`src/rtl/turf_udp_resp_arbiter_if.sv`:
```
// Stream interfaces for the UDP response path: a header channel carrying
// {ip[63:32], port[31:16], length[15:0]} and a payload channel with keep/last.

interface turf_udp_hdr_if;
    logic [63:0] tdata;
    logic        tvalid;
    logic        tready;

    modport master (output tdata, output tvalid, input tready);
    modport slave  (input tdata, input tvalid, output tready);
endinterface

interface turf_udp_data_if;
    logic [63:0] tdata;
    logic [7:0]  tkeep;
    logic        tlast;
    logic        tvalid;
    logic        tready;

    modport master (output tdata, output tkeep, output tlast, output tvalid, input tready);
    modport slave  (input tdata, input tkeep, input tlast, input tvalid, output tready);
endinterface

```
`src/rtl/turf_udp_resp_arbiter.sv`:
```
// Two-source UDP response arbiter. Port 0 carries ack responses, port 1 nack
// responses. A whole packet (header then payload up to tlast) is granted to one
// source at a time and muxed combinationally onto the single transmitter path.

module turf_udp_resp_arbiter #(
    parameter int NACK_PRIORITY = 0  // 0: round-robin, 1: port 1 always wins a tie
) (
    input  logic            aclk,
    input  logic            areset,
    turf_udp_hdr_if.slave   s0_udphdr,
    turf_udp_data_if.slave  s0_udpdata,
    turf_udp_hdr_if.slave   s1_udphdr,
    turf_udp_data_if.slave  s1_udpdata,
    turf_udp_hdr_if.master  m_udphdr,
    turf_udp_data_if.master m_udpdata,
    output logic [1:0]      grant_o,
    output logic [15:0]     pkt_count0_o,
    output logic [15:0]     pkt_count1_o
);

    localparam logic [1:0] ST_IDLE   = 2'd0;
    localparam logic [1:0] ST_HEADER = 2'd1;
    localparam logic [1:0] ST_DATA   = 2'd2;

    localparam bit NACK_WINS = (NACK_PRIORITY != 0);

    logic [1:0]  state;
    logic [1:0]  grant;       // one-hot owner, 00 while idle
    logic        last_grant;  // 1 = port 1 was granted most recently
    logic [15:0] count0;
    logic [15:0] count1;

    logic in_header;
    logic in_data;
    logic owner1;
    logic any_hdr;
    logic pick1;
    logic hdr_fire;
    logic last_fire;

    // Reset gates the phase qualifiers so every valid/ready is low while
    // areset is high, even before the first reset edge has been seen.
    assign in_header = !areset && (state == ST_HEADER);
    assign in_data   = !areset && (state == ST_DATA);
    assign owner1    = grant[1];

    // Port 1 wins if it is alone, if nack priority is on, or if port 0 was
    // the most recent owner.
    assign any_hdr = s0_udphdr.tvalid || s1_udphdr.tvalid;
    assign pick1   = s1_udphdr.tvalid && (!s0_udphdr.tvalid || NACK_WINS || !last_grant);

    // Header path: zero-latency mux from the registered owner.
    assign m_udphdr.tdata   = owner1 ? s1_udphdr.tdata : s0_udphdr.tdata;
    assign m_udphdr.tvalid  = in_header && (owner1 ? s1_udphdr.tvalid : s0_udphdr.tvalid);
    assign s0_udphdr.tready = in_header && grant[0] && m_udphdr.tready;
    assign s1_udphdr.tready = in_header && grant[1] && m_udphdr.tready;

    // Payload path: keep and data pass through untouched.
    assign m_udpdata.tdata   = owner1 ? s1_udpdata.tdata : s0_udpdata.tdata;
    assign m_udpdata.tkeep   = owner1 ? s1_udpdata.tkeep : s0_udpdata.tkeep;
    assign m_udpdata.tlast   = owner1 ? s1_udpdata.tlast : s0_udpdata.tlast;
    assign m_udpdata.tvalid  = in_data && (owner1 ? s1_udpdata.tvalid : s0_udpdata.tvalid);
    assign s0_udpdata.tready = in_data && grant[0] && m_udpdata.tready;
    assign s1_udpdata.tready = in_data && grant[1] && m_udpdata.tready;

    assign hdr_fire  = m_udphdr.tvalid && m_udphdr.tready;
    assign last_fire = m_udpdata.tvalid && m_udpdata.tready && m_udpdata.tlast;

    assign grant_o      = grant;
    assign pkt_count0_o = count0;
    assign pkt_count1_o = count1;

    // Packet-level FSM: pick an owner in IDLE, forward its header, then its
    // payload until the tlast handshake releases the grant.
    always_ff @(posedge aclk) begin
        // NOTE: state registers use non-blocking assignments so every flop
        // samples the pre-edge values, independent of statement order.
        if (areset) begin
            state      <= ST_IDLE;
            grant      <= 2'b00;
            last_grant <= 1'b1;
        end else begin
            case (state)
                ST_IDLE: begin
                    if (any_hdr) begin
                        grant <= pick1 ? 2'b10 : 2'b01;
                        state <= ST_HEADER;
                    end
                end
                ST_HEADER: begin
                    if (hdr_fire) begin
                        state <= ST_DATA;
                    end
                end
                ST_DATA: begin
                    if (last_fire) begin
                        state      <= ST_IDLE;
                        grant      <= 2'b00;
                        last_grant <= owner1;
                    end
                end
                default: begin
                    state <= ST_IDLE;
                    grant <= 2'b00;
                end
            endcase
        end
    end

    // Completed-packet counters; the 16-bit add wraps FFFF -> 0000 by itself.
    always_ff @(posedge aclk) begin
        if (areset) begin
            count0 <= 16'd0;
            count1 <= 16'd0;
        end else if (last_fire) begin
            if (owner1) begin
                count1 <= count1 + 16'd1;
            end else begin
                count0 <= count0 + 16'd1;
            end
        end
    end

endmodule

```
`src/flat_wrapper.sv`:
```
// flat-port wrapper written by rule: the top's interface ports become plain ports
module turf_udp_resp_arbiter_flat 
#(
    parameter int NACK_PRIORITY = 0                                                
)
  (aclk, areset, grant_o, pkt_count0_o, pkt_count1_o, s0_udphdr_tdata, s0_udphdr_tvalid, s0_udphdr_tready, s0_udpdata_tdata, s0_udpdata_tkeep, s0_udpdata_tlast, s0_udpdata_tvalid, s0_udpdata_tready, s1_udphdr_tdata, s1_udphdr_tvalid, s1_udphdr_tready, s1_udpdata_tdata, s1_udpdata_tkeep, s1_udpdata_tlast, s1_udpdata_tvalid, s1_udpdata_tready, m_udphdr_tdata, m_udphdr_tvalid, m_udphdr_tready, m_udpdata_tdata, m_udpdata_tkeep, m_udpdata_tlast, m_udpdata_tvalid, m_udpdata_tready);
  turf_udp_hdr_if s0_udphdr_i ();
  turf_udp_data_if s0_udpdata_i ();
  turf_udp_hdr_if s1_udphdr_i ();
  turf_udp_data_if s1_udpdata_i ();
  turf_udp_hdr_if m_udphdr_i ();
  turf_udp_data_if m_udpdata_i ();
  input  logic aclk;
  input  logic areset;
  output logic [1:0] grant_o;
  output logic [15:0] pkt_count0_o;
  output logic [15:0] pkt_count1_o;
  input wire logic [$bits(s0_udphdr_i.tdata)-1:0] s0_udphdr_tdata;
  input wire logic [$bits(s0_udphdr_i.tvalid)-1:0] s0_udphdr_tvalid;
  output wire logic [$bits(s0_udphdr_i.tready)-1:0] s0_udphdr_tready;
  input wire logic [$bits(s0_udpdata_i.tdata)-1:0] s0_udpdata_tdata;
  input wire logic [$bits(s0_udpdata_i.tkeep)-1:0] s0_udpdata_tkeep;
  input wire logic [$bits(s0_udpdata_i.tlast)-1:0] s0_udpdata_tlast;
  input wire logic [$bits(s0_udpdata_i.tvalid)-1:0] s0_udpdata_tvalid;
  output wire logic [$bits(s0_udpdata_i.tready)-1:0] s0_udpdata_tready;
  input wire logic [$bits(s1_udphdr_i.tdata)-1:0] s1_udphdr_tdata;
  input wire logic [$bits(s1_udphdr_i.tvalid)-1:0] s1_udphdr_tvalid;
  output wire logic [$bits(s1_udphdr_i.tready)-1:0] s1_udphdr_tready;
  input wire logic [$bits(s1_udpdata_i.tdata)-1:0] s1_udpdata_tdata;
  input wire logic [$bits(s1_udpdata_i.tkeep)-1:0] s1_udpdata_tkeep;
  input wire logic [$bits(s1_udpdata_i.tlast)-1:0] s1_udpdata_tlast;
  input wire logic [$bits(s1_udpdata_i.tvalid)-1:0] s1_udpdata_tvalid;
  output wire logic [$bits(s1_udpdata_i.tready)-1:0] s1_udpdata_tready;
  output wire logic [$bits(m_udphdr_i.tdata)-1:0] m_udphdr_tdata;
  output wire logic [$bits(m_udphdr_i.tvalid)-1:0] m_udphdr_tvalid;
  input wire logic [$bits(m_udphdr_i.tready)-1:0] m_udphdr_tready;
  output wire logic [$bits(m_udpdata_i.tdata)-1:0] m_udpdata_tdata;
  output wire logic [$bits(m_udpdata_i.tkeep)-1:0] m_udpdata_tkeep;
  output wire logic [$bits(m_udpdata_i.tlast)-1:0] m_udpdata_tlast;
  output wire logic [$bits(m_udpdata_i.tvalid)-1:0] m_udpdata_tvalid;
  input wire logic [$bits(m_udpdata_i.tready)-1:0] m_udpdata_tready;
  assign s0_udphdr_i.tdata = s0_udphdr_tdata;
  assign s0_udphdr_i.tvalid = s0_udphdr_tvalid;
  assign s0_udphdr_tready = s0_udphdr_i.tready;
  assign s0_udpdata_i.tdata = s0_udpdata_tdata;
  assign s0_udpdata_i.tkeep = s0_udpdata_tkeep;
  assign s0_udpdata_i.tlast = s0_udpdata_tlast;
  assign s0_udpdata_i.tvalid = s0_udpdata_tvalid;
  assign s0_udpdata_tready = s0_udpdata_i.tready;
  assign s1_udphdr_i.tdata = s1_udphdr_tdata;
  assign s1_udphdr_i.tvalid = s1_udphdr_tvalid;
  assign s1_udphdr_tready = s1_udphdr_i.tready;
  assign s1_udpdata_i.tdata = s1_udpdata_tdata;
  assign s1_udpdata_i.tkeep = s1_udpdata_tkeep;
  assign s1_udpdata_i.tlast = s1_udpdata_tlast;
  assign s1_udpdata_i.tvalid = s1_udpdata_tvalid;
  assign s1_udpdata_tready = s1_udpdata_i.tready;
  assign m_udphdr_tdata = m_udphdr_i.tdata;
  assign m_udphdr_tvalid = m_udphdr_i.tvalid;
  assign m_udphdr_i.tready = m_udphdr_tready;
  assign m_udpdata_tdata = m_udpdata_i.tdata;
  assign m_udpdata_tkeep = m_udpdata_i.tkeep;
  assign m_udpdata_tlast = m_udpdata_i.tlast;
  assign m_udpdata_tvalid = m_udpdata_i.tvalid;
  assign m_udpdata_i.tready = m_udpdata_tready;
  turf_udp_resp_arbiter #(.NACK_PRIORITY(NACK_PRIORITY)) u_core (.aclk(aclk), .areset(areset), .s0_udphdr(s0_udphdr_i), .s0_udpdata(s0_udpdata_i), .s1_udphdr(s1_udphdr_i), .s1_udpdata(s1_udpdata_i), .m_udphdr(m_udphdr_i), .m_udpdata(m_udpdata_i), .grant_o(grant_o), .pkt_count0_o(pkt_count0_o), .pkt_count1_o(pkt_count1_o));
endmodule
```
`config.mk`:
```
export PLATFORM = sky130hd
export DESIGN_NAME = turf_udp_resp_arbiter_flat
export DESIGN_NICKNAME = d
export VERILOG_FILES = /design/src/rtl/turf_udp_resp_arbiter_if.sv /design/src/rtl/turf_udp_resp_arbiter.sv /design/src/flat_wrapper.sv
export SDC_FILE = /design/constraint.sdc
export NUM_CORES = 1
export LEC_CHECK = 0
export CELL_PAD_IN_SITES_DETAIL_PLACEMENT = 2
export CELL_PAD_IN_SITES_GLOBAL_PLACEMENT = 2
export CORE_ASPECT_RATIO = 1.75
export CORE_MARGIN = 2
export CORE_UTILIZATION = 11
export DETAILED_ROUTE_END_ITERATION = 10
export GPL_ROUTABILITY_DRIVEN = 0
export PLACE_DENSITY_LB_ADDON = 0.05
export SYNTH_ARGS = -nofsm -noshare
export SYNTH_HDL_FRONTEND = slang
export SYNTH_SLANG_ARGS = --single-unit
```
`constraint.sdc`:
```
create_clock -name aclk -period 2.1 [get_ports aclk]
set_input_delay 0.315 -clock aclk [delete_from_list [all_inputs] [get_ports aclk]]
set_output_delay 0.315 -clock aclk [all_outputs]
set_load 0.01 [all_outputs]
```
-- Word-level counts from Yosys, hierarchy flattened
Index checks and enable logic that the tools add are counted.
W data, S select, Z words.
- bits in registers: 37
- input bits: 282
- output and inout bits: 177
- word-level logic and storage cells: 54
- $add $sub $neg: 2
- equal/unequal tests: 5
- multiplexer cells: 13
- bitwise gates (word level): 2
- reduce and logical (&&, ||, !) cells: 27
- operator list (cell ; count):
    $mux W64 ; 2
    $add A16 B1 Y16 const B ; 2
    $logic_and A1 B1 Y1 ; 16
    $pmux W2 S3 ; 2
    $mux W2 ; 5
    $mux W8 ; 1
    $ne A2 B1 Y1 const B ; 3
    $reduce_and A2 Y1 ; 3
    $reduce_and A3 Y1 ; 2
    $logic_not A1 Y1 ; 3
    $mux W1 ; 3
    $eq A2 B1 Y1 const B ; 1
    $eq A2 B2 Y1 const B ; 1
    $logic_not A2 Y1 ; 1
    $logic_or A1 B1 Y1 ; 2
    $not A1 Y1 ; 2

-- Logic depth before layout (Yosys ltp)
- word-level depth: 7
- depth in mapped cells: 6
- gate-level depth less buffers: 5

-- Worst setup path after synthesis
No wires, ideal clock.
- path kind: register to output
- from: reg u_core.grant[1], in the netlist u_core.grant_o[1]
- to: out m_udpdata_tdata[49]
- arrival time: 1.719 ns
- required time: 1.785 ns
- setup slack: 0.066 ns
- stages on the path, launching flop included: 5
- path buffers: 3
- path through: dfxtp_1 clkbuf_1 clkbuf_1 clkbuf_1 mux2_2
- cells in the longest elaborated chain, start to end: 1
- ends and longest elaborated chain (what ; line ; text):
    from (decl) ; turf_udp_resp_arbiter.sv:28 ; logic [1:0] grant;
    from (signal assigned) ; turf_udp_resp_arbiter.sv:86 ; grant <= pick1 ? 2'b10 : 2'b01;
    $mux W64 ; turf_udp_resp_arbiter.sv:59 ; assign m_udpdata.tdata = owner1 ? s1_udpdata.tdata : s0_udpdata.tdata;
    to (decl) ; flat_wrapper.sv:37 ; output wire logic [$bits(m_udpdata_i.tdata)-1:0] m_udpdata_tdata;
No other way between the ends.

-- Worst setup path in the final report
- from: in areset
- to: out s0_udpdata_tready
- cells in the longest elaborated chain, start to end: 4
- ends and longest elaborated chain (what ; line ; text):
    from (decl) ; flat_wrapper.sv:14 ; input logic areset;
    $logic_not A1 Y1 ; turf_udp_resp_arbiter.sv:44 ; assign in_data = !areset && (state == ST_DATA);
    $logic_and A1 B1 Y1 ; turf_udp_resp_arbiter.sv:44 ;
    $logic_and A1 B1 Y1 (2 in a row) ; turf_udp_resp_arbiter.sv:63 ; assign s0_udpdata.tready = in_data && grant[0] && m_udpdata.tready;
    to (decl) ; flat_wrapper.sv:25 ; output wire logic [$bits(s0_udpdata_i.tready)-1:0] s0_udpdata_tready;
No other way between the ends.

==> flow_summary.ini <==
[die]
core_region_area_um2 = 30700
initial_core_util_pct = 11.2
rows = 85
dieArea_um2 = 32600
die_x_um = 137
die_y_um = 237
io_pins = 459

[layout]
multiInputGateArea_um2 = 2610
area_growth_pct = 162
utilization_pct = 29.2
fill_cells = 3424
register_area_um2 = 744
drive_gt1_share_pct = 25.7
fin_nets = 1147
fin_area_um2 = 8990

[worst_setup_path]
setup.worst_path.end_class = output port
cp.arrival_ns = 1.75
startpoint = areset
crit_type = in -> out
required_ns = 1.78
startpoint_type = primary input
r2r_start = u_core.grant_o[1]
crit_fanout = 6

[power]
power_uw = 3060
power.leakage_uw = 0.00339
peakVddDrop_mv = 0.413
p_per_area_nw_per_um2 = 341

[global_routing]
grt_use_met1_pct = 18.3
grt-ovfl-total = 0
grt_pass1_vias = 5949
globalRouteMet3Util_pct = 11.2
grt_most_used_layer = met2
grtUsageTotal_pct = 18.8
grtUsageMet2_pct = 33.2
grt_pass1_wl_um = 43100
antenna_found_initial = 18
grt_max_degree = 36

[cts]
clock-sinks = 37
cts_root_buffer = clkbuf_16
h-tree-depth = 2
clk_pin_slew_ns = 0.06
clockBufferDepth = 2
cts_inserted_buffers = 5
cts_tree = done
clk-insertion-delay-late_ns = 0.29

[placed_design]
dp_hpwl_um = 28000
placed_cell_area_um2 = 8760
port_buffers = 458

[detailed_routing]
drc = 0
vias = 5082
drt-vias-per-instance = 4.02
antenna_left = 0
drtIter0Drc = 133
drt_first_pass_iters = 4
wire_per_inst_um = 24.9
routed_wl_um = 31500

[synthesis]
synth_cells = 372
seq_area_frac_synth_pct = 21.6
ys_ff_latch = 37
syn_area_per_cell_um2 = 9.21
ys_warn_count = 0
syn_area_um2 = 3430
syn_nets = 656
ys_types = 43

[sta]
fin_crit_sh_pct = 98.1
tightest_slew_ns = 0.517
drv_slew = 0
max_slew_margin_pct = 65.2
setup_viol = 0
max_freq_ghz = 0.485
period_minus_slack_ns = 2.06
rsz0062_at_grt = true
clock_skew_ns = 0.00484
hold_violations = 0

[worst_hold_path]
min-delay-start = u_core.pkt_count1_o[14]
hp-class = reg -> reg

[outcome]
status = finished, final reports clean

[run]
cap_violations = 0
## through the flow
stage | TNS, ns | hold WS (ns) | setup WS (ns) | cells
after floorplan | 0 | 0.436 | 0.0658 | 372
after global placement | -4.09 | 0.479 | -0.285 | 1231
after detailed placement | -4.54 | 0.485 | -0.293 | 1231
after CTS | 0 | 0.493 | 0.00643 | 1248
after global routing | -0.0260 | 0.533 | -0.0139 | 1260
final | 0 | 0.505 | 0.0394 | 1263
## report_power, final
group / leakage (uW) / switching (uW) / internal [uW] / total (uW)
registers: 0.000299 / 11.0 / 708 / 719
clock network: 0.0000712 / 321 / 475 / 796
logic: 0.00302 / 562 / 987 / 1550
total: 0.00339 / 894 / 2170 / 3060
## registers in the layout (all words and copies together) (netlist names)
signal,cells
u_core.pkt_count0_o,16
u_core.last_grant,1
u_core.pkt_count1_o,16
u_core.grant_o,2
u_core.state,2
## cell usage after synthesis
cell | number | area, um2
clkbuf_2 | 1 | 5.00
mux2_2 | 139 | 1570
nor2b_1 | 1 | 6.26
ha_1 | 2 | 25.0
o21bai_1 | 1 | 7.51
nor3b_1 | 1 | 7.51
nand4bb_1 | 1 | 11.3
and2b_1 | 1 | 7.51
nand4b_1 | 2 | 17.5
mux2i_1 | 1 | 10.0
and4bb_2 | 1 | 12.5
nor3_1 | 3 | 15.0
nor4_1 | 6 | 37.5
and2_1 | 2 | 12.5
or3_1 | 11 | 68.8
buf_1 | 1 | 3.75
nor2_1 | 19 | 71.3
nand3b_1 | 1 | 7.51
a21oi_1 | 21 | 105
a211o_1 | 1 | 8.76
o21ai_0 | 15 | 75.1
xor2_1 | 1 | 8.76
and3b_1 | 1 | 8.76
buf_6 | 1 | 11.3
and3_1 | 3 | 18.8
inv_1 | 10 | 37.5
nand3_1 | 12 | 60.1
dfxtp_1 | 37 | 741
o32a_1 | 1 | 10.0
nand4_1 | 5 | 31.3
or3_4 | 1 | 11.3
clkbuf_1 | 22 | 82.6
or2_2 | 3 | 18.8
buf_2 | 1 | 5.00
xnor2_1 | 12 | 105
o31ai_1 | 5 | 37.5
or4_1 | 7 | 52.6
a21boi_0 | 1 | 7.51
a2bb2oi_1 | 1 | 8.76
and4_1 | 3 | 26.3
nand2_1 | 12 | 45.0
nor4b_1 | 1 | 8.76
o311a_1 | 1 | 10.0
## worst max-delay path: stages
cell and delay, ns:
clkdlybuf4s50_1 0.52, buf_6 0.16, and4bb_2 0.26, buf_4 0.15
and2_1 0.19, buf_12 0.15
## cell type report
class	count	share of cell area [%]
diodes	8	0.223
clock buffers	8	1.63
inverters	10	0.418
multi-input cells	299	29.0
flip-flops and latches	37	8.28
well taps	391	5.44
repair buffers	510	55.0
## cells in the final DEF, fill, tap and decap left out, types with 5 or more instances in the layout
cell | synthesis | layout
clkdlybuf4s50_1 | 0 | 315
mux2_2 | 139 | 138
dlygate4sd2_1 | 0 | 131
buf_4 | 0 | 40
dfxtp_1 | 37 | 36
a21oi_1 | 21 | 18
nor2_1 | 19 | 18
o21ai_0 | 15 | 15
nand3_1 | 12 | 12
nand2_1 | 12 | 12
xnor2_1 | 12 | 12
inv_1 | 10 | 10
or3_1 | 11 | 9
buf_12 | 0 | 9
diode_2 | 0 | 8
nor4_1 | 6 | 6
nand4_1 | 5 | 5
or4_4 | 0 | 5
o31ai_1 | 5 | 5
clkbuf_16 | 0 | 5
clkbuf_2 | 1 | 5
clkdlybuf4s15_1 | 0 | 5
## path summary, 6_finish.rpt
kind              slack [ns]  cells after the start                 endpoint
hold reg to reg         0.50                      2  u_core.pkt_count1_o[14]
hold / removal          0.50                      2  u_core.pkt_count1_o[14]
setup / recovery        0.04                      6        s0_udpdata_tready
setup reg to reg        0.05                      6  u_core.pkt_count0_o[15]
## logic make-up after synthesis
| family | share of synthesized area [%] |
|---|---|
| xor gates and xnor gates | 3.32 |
| and+or+nand+nor | 16.2 |
| adders and majority gates | 0.730 |
| DFF | 21.6 |
| muxes | 46.0 |
| buffers and inverters | 4.23 |
| AOI/OAI and AO/OA | 7.89 |
## repair_timing
item / CTS / global route
hold buffers: 0 / 0
gates resized for setup: 158 / 19
endpoints found under the setup margin: 143 / 19
buffers inserted: 8 / 7
pin swaps: 0 / 7
gates cloned: 1 / 0
## metal layers
metal / wire length, um / up-vias / part of all wire (%)
met5: 93 / - / 0.30
met4: 633 / 14 / 2.0
met3: 4500 / 37 / 14
met2: 16200 / 266 / 51
met1: 10100 / 2393 / 32
li1: - / 2372 / -
No activity file was read; power rests on OpenSTA's default activity.
==> RTL edit 1 (same flow settings) <==
Reset style: asynchronous (`areset`), changed in 2 clocked blocks.
--- a/src/rtl/turf_udp_resp_arbiter.sv
+++ b/src/rtl/turf_udp_resp_arbiter.sv
@@ -72,7 +72,7 @@
 
     // Packet-level FSM: pick an owner in IDLE, forward its header, then its
     // payload until the tlast handshake releases the grant.
-    always_ff @(posedge aclk) begin
+    always_ff @(posedge aclk or posedge areset) begin
         // NOTE: state registers use non-blocking assignments so every flop
         // samples the pre-edge values, independent of statement order.
         if (areset) begin
@@ -108,7 +108,7 @@
     end
 
     // Completed-packet counters; the 16-bit add wraps FFFF -> 0000 by itself.
-    always_ff @(posedge aclk) begin
+    always_ff @(posedge aclk or posedge areset) begin
         if (areset) begin
             count0 <= 16'd0;
             count1 <= 16'd0;
Formal check against the unedited RTL: differs if areset is asserted again (counterexample within 4 cycles, from zero or initial values and one cycle with areset high); with areset held inactive, the same outputs for 10 cycles.
==> RTL edit 1 against the unedited design <==
The flow now finishes with violations (setup timing); sequential cell count unchanged; die area up 0.54%; register-to-register slack better by 160 ps; synthesized area up 0.55%; cell area decreased by 1.8%; setup slack worse by 63 ps; routed wire length is 9.1% lower; critical path depth shrank 1; fmax shrank 3.0%.
Power is not compared: it rests on default switching activity, and its combinational part moved more than twofold at a synthesized area within 25%.
==> RTL edit 1: results (changes against the unedited design) <==
{
  "synth.distinct_cells": {"value": 37, "change": "was 43"},
  "synth_common_cells": {"value": "139 x sky130_fd_sc_hd__mux2_2, 36 x sky130_fd_sc_hd__dfrtp_1, 17 x sky130_fd_sc_hd__nand2_1", "change": "was 139 x sky130_fd_sc_hd__mux2_2, 37 x sky130_fd_sc_hd__dfxtp_1, 22 x sky130_fd_sc_hd__clkbuf_1"},
  "area_used_by_multi_input_combinational_logic": {"value": 2427, "unit": "um^2", "change": "was 2609 um^2"},
  "route.met2.wl": {"value": 16130, "unit": "um", "change": "was 16,160 um"},
  "average_routed_wire_per_standard_cell": {"value": 23.55, "unit": "um", "change": "was 24.92 um"},
  "fin_setup_tns": {"value": -86.02, "unit": "ps", "change": "was 0 ps"},
  "worst_case_setup_margin_in_the_final_layout": {"value": -23.66, "unit": "ps", "change": "was 39.43 ps"},
  "detail_route.vias_per_cell": {"value": 3.901, "change": "was 4.024"},
  "worstPathMaxFanout": {"value": 14, "change": "was 6"},
  "status": {"value": "complete, but fails checks", "change": "was complete, no violations"},
  "synth_nets": {"value": 602, "change": "was 656"},
  "first_global_vias": {"value": 5568, "change": "was 5,949"},
  "synthTopCellsByArea": {"value": "sky130_fd_sc_hd__mux2_2 45%, sky130_fd_sc_hd__dfrtp_1 26%, sky130_fd_sc_hd__xnor2_1 4.1%, sky130_fd_sc_hd__xor2_1 3.6%, sky130_fd_sc_hd__buf_2 2.0%", "change": "was sky130_fd_sc_hd__mux2_2 46%, sky130_fd_sc_hd__dfxtp_1 22%, sky130_fd_sc_hd__a21oi_1 3.1%, sky130_fd_sc_hd__xnor2_1 3.1%, sky130_fd_sc_hd__clkbuf_1 2.4%"},
  "setup_violations": {"value": 4, "change": "was 0"},
  "fillCellCount": {"value": 3451, "change": "was 3,424"},
  "failed_checks": "setup timing",
  "synth_compound_gate_area_share": {"value": 0.01489, "change": "was 0.07886"},
  "fin_worst_skew": {"value": 1.818, "unit": "ps", "change": "was 4.839 ps"},
  "synth_xor_xnor_area_share": {"value": 0.07625, "change": "was 0.03322"},
  "place_hpwl": {"value": 25660, "unit": "um", "change": "was 28,030 um"},
  "grt_max_degree": {"value": 23, "change": "was 36"},
  "grt_pass1_wl": {"value": 39000, "unit": "um", "change": "was 43,140 um"},
  "post_synth_fa_ha_maj_area_fraction": {"value": 0.007262, "change": "was 0.007302"},
  "initial_drc_count": {"value": 43, "change": "was 133"},
  "detail_route.wirelength.met1": {"value": 8508, "unit": "um", "change": "was 10,080 um"},
  "synthArstFlopShare": {"value": 1.000, "change": "was 0"},
  "num-nets-final": {"value": 1102, "change": "was 1,147"}
}
[RTL edit 1: cell types whose count changed after synthesis, sizes merged, moves of 5 or more]
cell | before | now
inv | 10 | 5
nor2 | 19 | 7
o31ai | 5 | 0
nand2 | 12 | 17
a21oi | 21 | 0
dfrtp | 0 | 36
dfxtp | 37 | 0
o21ai | 15 | 0
or3 | 12 | 0
clkbuf | 23 | 2
xor2 | 1 | 14
or4 | 7 | 0
buf | 3 | 16
[RTL edit 1: timing repair]
action | 4_1_cts | 5_1_grt
endpoints found under the setup margin | 141 | 94
gates cloned | 0 | 3
pin swaps | 0 | 1
resized for setup | 148 | 158
buffers inserted | 2 | 7
hold buffers | 0 | 0
[RTL edit 1: final timing paths]
path	start	endpoint	slack, ps	depth (start not counted)
max in group asynchronous	areset	u_core.pkt_count1_o[4]	1240	4
min in group aclk	u_core.pkt_count1_o[15]	u_core.pkt_count1_o[15]	490	1
worst max-delay path	u_core.grant_o[1]	m_udphdr_tdata[46]	-20	5
worst min-delay path	areset	u_core.state[0]	290	2
worst max register to register	u_core.grant_o[1]	u_core.pkt_count1_o[12]	210	7
worst min register to register	u_core.pkt_count1_o[15]	u_core.pkt_count1_o[15]	490	1
[RTL edit 1: kinds of logic after synthesis]
group	after synthesis
multiplexers	141
AND/OR/NAND/NOR	79
flip-flops	37
XOR/XNOR	30
buffers and inverters	23
AO/OA/AOI/OAI	6
adder cells (fa/ha/maj)	2
[RTL edit 1: critical path, cell delays in order, from the launching register on]
cell and delay [ps]:
sky130_fd_sc_hd__dfrtp_4 500, sky130_fd_sc_hd__buf_12 160, sky130_fd_sc_hd__buf_6 130, sky130_fd_sc_hd__clkbuf_16 170, sky130_fd_sc_hd__mux2_2 270, sky130_fd_sc_hd__dlygate4sd2_1 280
[RTL edit 1: routing by layer]
metal / global-route usage / up-vias
met5: 0 / -
li1: - / 2173
met4: 0.04267 / 18
met2: 0.3273 / 263
met3: 0.08434 / 35
met1: 0.1503 / 2251
[RTL edit 1: final cells by class]
type | count | share of cell area
Multi-Input combinational cell | 258 | 0.2750
Clock buffer | 7 | 0.01616
Inverter | 5 | 0.002126
Sequential cell | 37 | 0.1056
Antenna cell | 5 | 0.001417
Tap cell | 391 | 0.05542
Timing Repair Buffer | 511 | 0.5409
Clock inverter | 1 | 0.003402
[RTL edit 1: power by group through the flow]
stage	logic, mW	clock network (mW)	registers [mW]
floorplan	2.24	0	0.808
global placement	5.30	0	0.824
detailed placement	5.32	0	0.827
CTS	4.91	0.921	0.816
global route	5.31	0.951	0.823
finish	4.96	0.891	0.813
[RTL edit 1: per-stage QoR]
stage / instances / hold slack (ps)
floorplan: 318 / 409.4
global placement: 1190 / 486.4
detailed placement: 1190 / 477.9
CTS: 1200 / 314.6
global route: 1213 / 340.7
finish: 1215 / 290.8
==> RTL edit 2 (same settings) <==
Made on the original files. Put one more register stage on the output `pkt_count1_o`. The value now appears one clock later. The other outputs are not delayed to match.
--- a/src/rtl/turf_udp_resp_arbiter.sv
+++ b/src/rtl/turf_udp_resp_arbiter.sv
@@ -68,7 +68,9 @@
 
     assign grant_o      = grant;
     assign pkt_count0_o = count0;
-    assign pkt_count1_o = count1;
+    always_ff @(posedge aclk) begin
+        pkt_count1_o <= count1;
+    end
 
     // Packet-level FSM: pick an owner in IDLE, forward its header, then its
     // payload until the tlast handshake releases the grant.
Function: changed (a bounded check fails within 4 cycles, from zero or initial values and one cycle with areset high).
==> RTL edit 2 against the unedited design <==
Setup slack improved by 26 ps; power grew 16%; utilization down 1.2 points; sequential cell count grew 16; sequential share of layout area is 3.0 points higher; routed wire length is 4.4% higher; synthesized area is 10% higher; cell area rose by 5.3%; highest routed layer unchanged.
==> RTL edit 2: results (changes against the unedited design) <==
{
  "globalRouteMet3Util": {"value": 0.08708, "change": "was 0.1122"},
  "worst_hold_path.num_cells": {"value": 0, "change": "was 2"},
  "detail_route.wirelength.met1": {"value": 10380, "unit": "um", "change": "was 10,080 um"},
  "slew_headroom": {"value": 0.7340, "change": "was 0.6523"},
  "wl_final": {"value": 32840, "unit": "um", "change": "was 31,470 um"},
  "route.met3.wl": {"value": 3631, "unit": "um", "change": "was 4501 um"},
  "netSwitchingFraction": {"value": 0.2720, "change": "was 0.2917"},
  "num-nets-final": {"value": 1161, "change": "was 1,147"},
  "first_global_vias": {"value": 6167, "change": "was 5,949"},
  "gr-usage-all-layers": {"value": 0.1796, "change": "was 0.1882"},
  "cell_total_after_placement": {"value": 1308, "change": "was 1,231"},
  "grt_pass1_wl": {"value": 45270, "unit": "um", "change": "was 43,140 um"},
  "cpPeakStageDelay": {"value": 390, "unit": "ps", "change": "was 520 ps"},
  "critPathSlowestCell": {"value": "sky130_fd_sc_hd__dfxtp_4", "change": "was sky130_fd_sc_hd__clkdlybuf4s50_1"},
  "layout_min_cycle_time": {"value": 2034, "unit": "ps", "change": "was 2061 ps"},
  "ys_seq_area_frac": {"value": 0.2811, "change": "was 0.2161"},
  "synth_area_per_inst": {"value": 9.779, "unit": "um^2", "change": "was 9.212 um^2"},
  "detailroute.via_count": {"value": 5270, "change": "was 5,082"},
  "synth_common_cells": {"value": "139 x sky130_fd_sc_hd__mux2_2, 53 x sky130_fd_sc_hd__dfxtp_1, 19 x sky130_fd_sc_hd__clkbuf_1", "change": "was 139 x sky130_fd_sc_hd__mux2_2, 37 x sky130_fd_sc_hd__dfxtp_1, 22 x sky130_fd_sc_hd__clkbuf_1"},
  "register_to_register_setup_slack": {"value": 110, "unit": "ps", "change": "was 50 ps"},
  "status": {"value": "complete, no violations", "change": "unchanged"},
  "layout_cells_sized_above_1": {"value": 0.2449, "change": "was 0.2569"},
  "fillCellCount": {"value": 3806, "change": "was 3,424"},
  "worst_r2r_path_depth": {"value": 8, "change": "was 6"},
  "place_worst_setup_slack": {"value": -303.6, "unit": "ps", "change": "was -293.2 ps"},
  "grt_max_degree": {"value": 28, "change": "was 36"},
  "grtUsageMet1": {"value": 0.1663, "change": "was 0.1829"},
  "grtUsageMet2": {"value": 0.3520, "change": "was 0.3315"},
  "p_leak": {"value": 3.590, "unit": "nW", "change": "was 3.388 nW"},
  "synth_nets": {"value": 670, "change": "was 656"},
  "initial_drc_count": {"value": 161, "change": "was 133"},
  "grt_antenna_before_repair": {"value": 15, "change": "was 18"}
}
RTL edit 2: path summary, 6_finish.rpt:
check,start,endpoint
worst max-delay path,u_core.grant_o[1],m_udpdata_tlast
worst min-delay path,u_core.count1[15],u_core.pkt_count1_o[15]
worst max register to register,u_core.grant_o[1],u_core.pkt_count0_o[13]
worst min register to register,u_core.count1[15],u_core.pkt_count1_o[15]
RTL edit 2: cell families after synthesis:
group           share of synthesized area
fa+ha+maj                        0.006628
simple gates                       0.1604
buf+inv                           0.03248
flops                              0.2811
mux                                0.4226
compound gates                    0.06895
xor+xnor                          0.02784
RTL edit 2: layout make-up:
type,instances,area (um^2),share of cell area
tap,455,569.3,0.06015
timing repair buffer,511,5010,0.5293
antenna,4,10.01,0.001058
sequential,53,1066,0.1126
clock inverter,1,30.03,0.003173
inverter,5,18.77,0.001983
clock buffer,7,142.6,0.01507
multi-input combinational,301,2619,0.2767
RTL edit 2: worst max-delay path, delay by kind of cell (launching register included):
family / cells / cell delay, ps
buffers and inverters: 4 / 630
flip-flops: 1 / 390
multiplexers: 1 / 390
RTL edit 2: power by group through the flow:
stage / logic, mW / registers (mW) / clock network [mW]
2_1_floorplan: 0.477 / 1.04 / 0
3_3_place_gp: 1.63 / 1.05 / 0
3_5_place_dp: 1.65 / 1.05 / 0
4_1_cts: 1.57 / 1.02 / 1.04
5_1_grt: 1.65 / 1.02 / 1.07
6_report: 1.54 / 1.02 / 0.996
RTL edit 2: through the flow:
step | util | total power, mW
3_3_place_gp | 0.2707 | 2.685
6_report | 0.2805 | 3.562
3_5_place_dp | 0.2707 | 2.698
5_1_grt | 0.2803 | 3.750
4_1_cts | 0.2783 | 3.638
2_1_floorplan | - | 1.516
